<file path="src/rtl/scan_test_sequencer.sv">
// scan_test_sequencer: full-scan test controller for one benchmark core.
// Accepts ATPG patterns over valid/ready and shifts each one into the core's
// scan chain. It then applies the PI vector, issues one capture cycle, and
// unloads the response. Unloaded bits and captured POs are compacted into a
// 16-bit MISR.
// All core-facing and status outputs are flops decoded from the next state,
// so there is no combinational path from po_in or scan_out to any output.
module scan_test_sequencer #(
  parameter int CHAIN_LEN = 21,
  parameter int PI_WIDTH  = 3,
  parameter int PO_WIDTH  = 6,
  parameter int CNT_W     = 16
) (
  input  logic                          CK,
  input  logic                          RSTN,
  input  logic                          start,
  input  logic                          abort,
  input  logic [CNT_W-1:0]              num_patterns,
  input  logic                          pat_valid,
  output logic                          pat_ready,
  input  logic [CHAIN_LEN+PI_WIDTH-1:0] pat_data,
  output logic                          scan_en,
  output logic                          scan_in,
  input  logic                          scan_out,
  output logic                          cut_ce,
  output logic [PI_WIDTH-1:0]           pi_out,
  input  logic [PO_WIDTH-1:0]           po_in,
  output logic                          busy,
  output logic                          done,
  output logic [15:0]                   signature
);

  localparam int               BIT_W     = (CHAIN_LEN > 1) ? $clog2(CHAIN_LEN) : 1;
  localparam logic [BIT_W-1:0] LAST_BIT  = BIT_W'(CHAIN_LEN - 1);
  localparam logic [15:0]      MISR_POLY = 16'h1021;

  typedef enum logic [2:0] {
    IDLE      = 3'd0,
    LOAD_WAIT = 3'd1,
    SHIFT     = 3'd2,
    CAPTURE   = 3'd3,
    UNLOAD    = 3'd4,
    DONE      = 3'd5
  } state_t;

  // Sequencing state
  state_t               state_q,     state_d;
  logic [CHAIN_LEN-1:0] shreg_q,     shreg_d;
  logic [BIT_W-1:0]     bit_cnt_q,   bit_cnt_d;
  logic [CNT_W-1:0]     pat_cnt_q,   pat_cnt_d;
  logic                 first_pat_q, first_pat_d;
  logic [15:0]          misr_q,      misr_d;
  logic [PI_WIDTH-1:0]  pi_q,        pi_d;

  // Registered output decode
  logic pat_ready_q, pat_ready_d;
  logic scan_en_q,   scan_en_d;
  logic scan_in_q,   scan_in_d;
  logic cut_ce_q,    cut_ce_d;
  logic busy_q,      busy_d;
  logic done_q,      done_d;

  logic [15:0] po_ext;
  logic [15:0] so_ext;

  // One MISR step: shift left, fold bit 15 back through the CCITT taps, add data.
  function automatic logic [15:0] misr_next(input logic [15:0] sig,
                                            input logic [15:0] d);
    logic [15:0] fb;
    fb = sig[15] ? MISR_POLY : 16'h0000;
    return {sig[14:0], 1'b0} ^ fb ^ d;
  endfunction

  // Zero-extend the core's response bits to the MISR width.
  always_comb begin
    po_ext = '0;
    po_ext[PO_WIDTH-1:0] = po_in;
    so_ext = {15'b0, scan_out};
  end

  // Next-state, shift-register, counter and MISR update.
  always_comb begin
    state_d     = state_q;
    shreg_d     = shreg_q;
    bit_cnt_d   = bit_cnt_q;
    pat_cnt_d   = pat_cnt_q;
    first_pat_d = first_pat_q;
    misr_d      = misr_q;
    pi_d        = pi_q;

    if (abort && (state_q != IDLE)) begin
      state_d = IDLE;
    end else begin
      case (state_q)
        IDLE: begin
          // abort in the same cycle as start keeps the session from starting
          if (start && !abort) begin
            misr_d      = 16'h0000;
            pat_cnt_d   = num_patterns;
            first_pat_d = 1'b1;
            bit_cnt_d   = '0;
            state_d     = (num_patterns != '0) ? LOAD_WAIT : DONE;
          end
        end

        LOAD_WAIT: begin
          if (pat_valid && pat_ready_q) begin
            shreg_d   = pat_data[CHAIN_LEN-1:0];
            pi_d      = pat_data[CHAIN_LEN +: PI_WIDTH];
            bit_cnt_d = '0;
            state_d   = SHIFT;
          end
        end

        SHIFT: begin
          shreg_d = shreg_q >> 1;
          // the first unload of a session is pre-test garbage, so it is masked
          if (!first_pat_q) begin
            misr_d = misr_next(misr_q, so_ext);
          end
          if (bit_cnt_q == LAST_BIT) begin
            bit_cnt_d = '0;
            state_d   = CAPTURE;
          end else begin
            bit_cnt_d = bit_cnt_q + BIT_W'(1);
          end
        end

        CAPTURE: begin
          misr_d      = misr_next(misr_q, po_ext);
          first_pat_d = 1'b0;
          bit_cnt_d   = '0;
          if (pat_cnt_q != '0) begin
            pat_cnt_d = pat_cnt_q - CNT_W'(1);
          end
          state_d = (pat_cnt_q <= CNT_W'(1)) ? UNLOAD : LOAD_WAIT;
        end

        UNLOAD: begin
          misr_d = misr_next(misr_q, so_ext);
          if (bit_cnt_q == LAST_BIT) begin
            bit_cnt_d = '0;
            state_d   = DONE;
          end else begin
            bit_cnt_d = bit_cnt_q + BIT_W'(1);
          end
        end

        DONE: begin
          state_d = IDLE;
        end

        default: begin
          state_d = IDLE;
        end
      endcase
    end
  end

  // Output decode from the upcoming state so every output is a flop.
  always_comb begin
    pat_ready_d = (state_d == LOAD_WAIT);
    scan_en_d   = (state_d == SHIFT) || (state_d == UNLOAD);
    cut_ce_d    = (state_d == SHIFT) || (state_d == CAPTURE) || (state_d == UNLOAD);
    busy_d      = (state_d == LOAD_WAIT) || (state_d == SHIFT) ||
                  (state_d == CAPTURE)   || (state_d == UNLOAD);
    done_d      = (state_d == DONE);
    scan_in_d   = (state_d == SHIFT) ? shreg_d[0] : 1'b0;
  end

  // Sequencing state registers.
  always_ff @(posedge CK or negedge RSTN) begin
    if (!RSTN) begin
      state_q     <= IDLE;
      shreg_q     <= '0;
      bit_cnt_q   <= '0;
      pat_cnt_q   <= '0;
      first_pat_q <= 1'b0;
      misr_q      <= 16'h0000;
      pi_q        <= '0;
    end else begin
      state_q     <= state_d;
      shreg_q     <= shreg_d;
      bit_cnt_q   <= bit_cnt_d;
      pat_cnt_q   <= pat_cnt_d;
      first_pat_q <= first_pat_d;
      misr_q      <= misr_d;
      pi_q        <= pi_d;
    end
  end

  // Registered control outputs.
  always_ff @(posedge CK or negedge RSTN) begin
    if (!RSTN) begin
      pat_ready_q <= 1'b0;
      scan_en_q   <= 1'b0;
      scan_in_q   <= 1'b0;
      cut_ce_q    <= 1'b0;
      busy_q      <= 1'b0;
      done_q      <= 1'b0;
    end else begin
      pat_ready_q <= pat_ready_d;
      scan_en_q   <= scan_en_d;
      scan_in_q   <= scan_in_d;
      cut_ce_q    <= cut_ce_d;
      busy_q      <= busy_d;
      done_q      <= done_d;
    end
  end

  assign pat_ready = pat_ready_q;
  assign scan_en   = scan_en_q;
  assign scan_in   = scan_in_q;
  assign cut_ce    = cut_ce_q;
  assign busy      = busy_q;
  assign done      = done_q;
  assign pi_out    = pi_q;
  assign signature = misr_q;

endmodule

</file>
<file path="config.mk">
export PLATFORM = sky130hd
export DESIGN_NAME = scan_test_sequencer
export DESIGN_NICKNAME = d
export VERILOG_FILES = /design/src/rtl/scan_test_sequencer.sv
export SDC_FILE = /design/constraint.sdc
export NUM_CORES = 1
export LEC_CHECK = 0
export BUFFER_PORTS_ARGS = -buffer_cell sky130_fd_sc_hd__buf_2
export CAP_MARGIN = 40
export CORE_AREA = 2 2 85 87
export CTS_CLUSTER_SIZE = 40
export DETAILED_ROUTE_END_ITERATION = 6
export DIE_AREA = 0 0 87 89
export GPL_TIMING_DRIVEN = 0
export PLACE_DENSITY_LB_ADDON = 0.05
export RECOVER_POWER = 50
export SLEW_MARGIN = 30
export SYNTH_ARGS = -nofsm -noshare
export SYNTH_HDL_FRONTEND = slang
export SYNTH_SLANG_ARGS = --single-unit
</file>
<file path="constraint.sdc">
create_clock -name CK -period 2.2 [get_ports CK]
set_input_delay 0.55 -clock CK [delete_from_list [all_inputs] [get_ports CK]]
set_output_delay 0.55 -clock CK [all_outputs]
set_load 0.02 [all_outputs]
</file>
==> summary.md <==
| Metric | Value |
|---|---|
| Status | `completed` |
| Row count | `30` |
| Kind of start point of the critical path | `flip-flop` |
| Number of enable flip-flop cells after synthesis | `0` |
| Routability cong. | `0.853` |
| Peak Freq | `493 MHz` |
| Max H-tree Level | `3` |
| Post-synthesis register bit count | `70` |
| Number of max-cap violations | `0` |
| Total of hold buffers inserted after clock tree synthesis | `0` |
| Most common cell after layout, fill and taps aside | `buf_2` |
| Antenna violations before repair | `0` |
| Root Driver | `clkbuf_8` |
| Relative contribution of combinational cells to total power | `28.0%` |
| Clock tree from TritonCTS | `yes` |
| Detail-routed via count per cell | `5.89` |
| Grt total ovfl | `0` |
| Net switching share of the total power | `36.3%` |
| Count of different cell masters after synthesis | `59` |
| Core outline area | `0.00672 mm^2` |
| Worst hold margin | `0.281 ns` |
| Aggregate global-route resource usage | `between 20% and 30%` |
| Largest net degree at the start of global routing | `38` |
| Clock transition time at the flip-flop clock pins of the worst setup and hold paths | `roughly 0.080 ns` |
| Predominant post-synthesis flop cell | `dfrtp_1` |
| Vias | `around 3500` |
| Share of post-route cells with drive strength above 1 | `21.3%` |
| Number of I/O port buffers | `76` |
| Cell Int Power | `approximately 2.8 mW` |
| Max-slew violation count | `0` |
| Maximum buffer depth of the clock tree | `2` |
| Post-route worst setup slack | `0.171 ns` |
| Ratio of total power to cell area | `a little over 1000 mW/mm^2` |
| Relative slew slack | `40.0%` |
| Required time at the endpoint of the critical path | `2.44 ns` |
| Final antenna diode count | `0` |
| Post-Synthesis Cell Area | `between 0.003 and 0.004 mm^2` |
| Area enclosed by the die boundary | `between 0.007 and 0.008 mm^2` |
| Post-synthesis area per instance | `about 8.9 um^2` |
| Final hold viol count | `0` |
| Leakage component of the power | `approximately 2.1 nW` |
| Die Height | `89 um` |
| Endpoints failing setup | `0` |
| Leading cell types in the layout, fill and taps excluded | `buf_2, dfrtp_1, nand2_1` |
| Slew of the pin with the lowest slew margin | `0.900 ns` |
| Total detailed-routing wirelength | `9.28 mm` |
| Peak fanout along the critical path | `10` |
| Initial standard-cell utilization of the core | `55.0%` |
| Part of the Yosys area used for sequential elements | `47.4%` |
| Remaining routing DRC violations | `0` |
| Ys async rst share | `100%` |
| Placed Cells incl. Taps | `570` |
| Crit Path Class | `reg2reg` |
| Dpl hpwl | `roughly 6.7 mm` |
| Data arrival time of the critical path | `about 2.3 ns` |
| Clock net sink count | `70` |
| Antenna viol nets, final | `0` |
| Part of the cycle the worst path needs | `92.2%` |
| Worst hold path class | `in2async` |
| Worst setup timing slack at the placement stage | `0.111 ns` |
| Unrepaired setup endpoints after global routing | `false` |
| Number of nets produced by synthesis | `470` |
| Sequential cell fraction of total power | `45.4%` |
| Total CTS buffers | `9` |
| Post-route setup TNS | `0 ns` |
| Largest clock skew in the final design | `0.00779 ns` |
| Total net switching power | `1.62 mW` |
| DR WL/cell | `15.8 um` |
| Clock insertion delay at the later pin of the skew report | `about 0.36 ns` |
| Ports placed on the boundary | `between 70 and 80` |
| Number of instances in the synthesized netlist | `413` |
| Power share of the clock group | `26.6%` |
| Layout net count | `560` |
| Worst IR Drop VDD | `between 0.5 and 0.6 mV` |
| Number of global-route vias before repair | `3116` |
| Area Growth Syn to Fin | `19.3%` |
| Detailed-routing iteration count for the pre-antenna-repair pass | `5` |
| First-pass GRT wire length | `~15 mm` |
| Chip width | `between 80 and 90 um` |
| Number of non-filler instances in the completed layout | `588` |
| Detailed router's first-iteration violation count | `approximately 220` |
| Count of warnings emitted by yosys | `0` |
| Minimum clock period after layout | `roughly 2.0 ns` |
| CP endpoint kind | `flip-flop` |
## worst paths after layout
| path | from | slack [ns] | cells after the start | to |
|---|---|---|---|---|
| worst max-delay path | state_q[0] | 0.17 | 4 | pi_out[0] |
| worst min-delay path | RSTN | 0.28 | 1 | shreg_q[4] |
| worst max register to register | state_q[0] | 0.17 | 4 | pi_out[0] |
| worst min register to register | bit_cnt_q[4] | 0.49 | 1 | bit_cnt_q[4] |
| max in group asynchronous | RSTN | 0.54 | 2 | signature[6] |
| min in group CK | pat_data[20] | 0.42 | 2 | shreg_q[20] |
## per-layer routing
layer	up-vias	track usage, %	share of wire (%)
li1	1676	-	-
met1	1645	35.3	46
met2	132	36.6	46
met3	13	6.09	7.0
met4	0	9.66	1.3
met5	-	0	0
## power groups by stage
stage	clock network, mW	logic (mW)	registers (mW)
final	1.19	1.25	2.03
after global routing	1.26	1.40	2.07
after CTS	1.20	1.25	2.01
after detailed placement	0	1.25	2.03
after global placement	0	1.20	2.01
after floorplan	0	0.808	2.03
## timing repair
| action | in CTS | in global routing |
|---|---|---|
| gates resized for setup | 0 | 1 |
| endpoints found under the setup margin | 0 | 1 |
| buffers inserted | 0 | 2 |
## layout make-up
type | instances | area, um^2
Fill cell | 568 | 2310
Tap cell | 80 | 100
Clock inverter | 6 | 85.1
Sequential cell | 70 | 1750
Multi-Input combinational cell | 313 | 1800
Inverter | 6 | 22.5
Buffer | 24 | 121
Clock buffer | 10 | 138
Timing Repair Buffer | 79 | 387
## critical path, cell delays in order, from the launching register on
cell and delay [ns]:
dfrtp_1 0.40, clkbuf_1 0.32, nand4b_1 0.21, nor3_1 0.57
mux2_2 0.41
## cells in the mapped netlist (all sizes together), types with 5 or more instances
library cell	instances	area, um^2
a21oi	17	85.1
a22oi	22	165
a2bb2oi	5	43.8
and3	5	31.3
buf	14	85.1
clkbuf	10	37.5
dfrtp	70	1750
ha	5	62.6
inv	6	22.5
nand2	64	240
nand3	16	80.1
nor2	38	143
nor3	7	40.0
nor4	9	62.6
o21ai	59	295
o21bai	5	48.8
## cell families (layout without fill, tap and decap cells)
group,count (synthesis),after routing,synth area share [%]
xor gates and xnor gates,3,3,0.915
adders and majority gates,5,5,1.69
and+or+nand+nor,167,167,21.8
buffers and inverters,30,125,3.93
muxes,4,4,1.19
AOI/OAI and AO/OA,134,134,23.0
DFF,70,70,47.4
## state kept, by name, summed over array words and instances, names as in the netlist
register,cells
shreg_q,20
pat_cnt_q,16
signature,16
bit_cnt_q,5
pi_out,3
state_q,3
busy,1
cut_ce,1
done,1
first_pat_q,1
pat_ready,1
scan_en,1
scan_in,1
## per-stage QoR
stage               util, %  power, mW  area, um^2
floorplan                 -       2.84        3690
global placement       62.1       3.21        4170
detailed placement     62.5       3.27        4200
CTS                    65.8       4.46        4420
global route           65.6       4.73        4410
finish                 65.6       4.46        4410
Power figures use the tool's default switching activity.
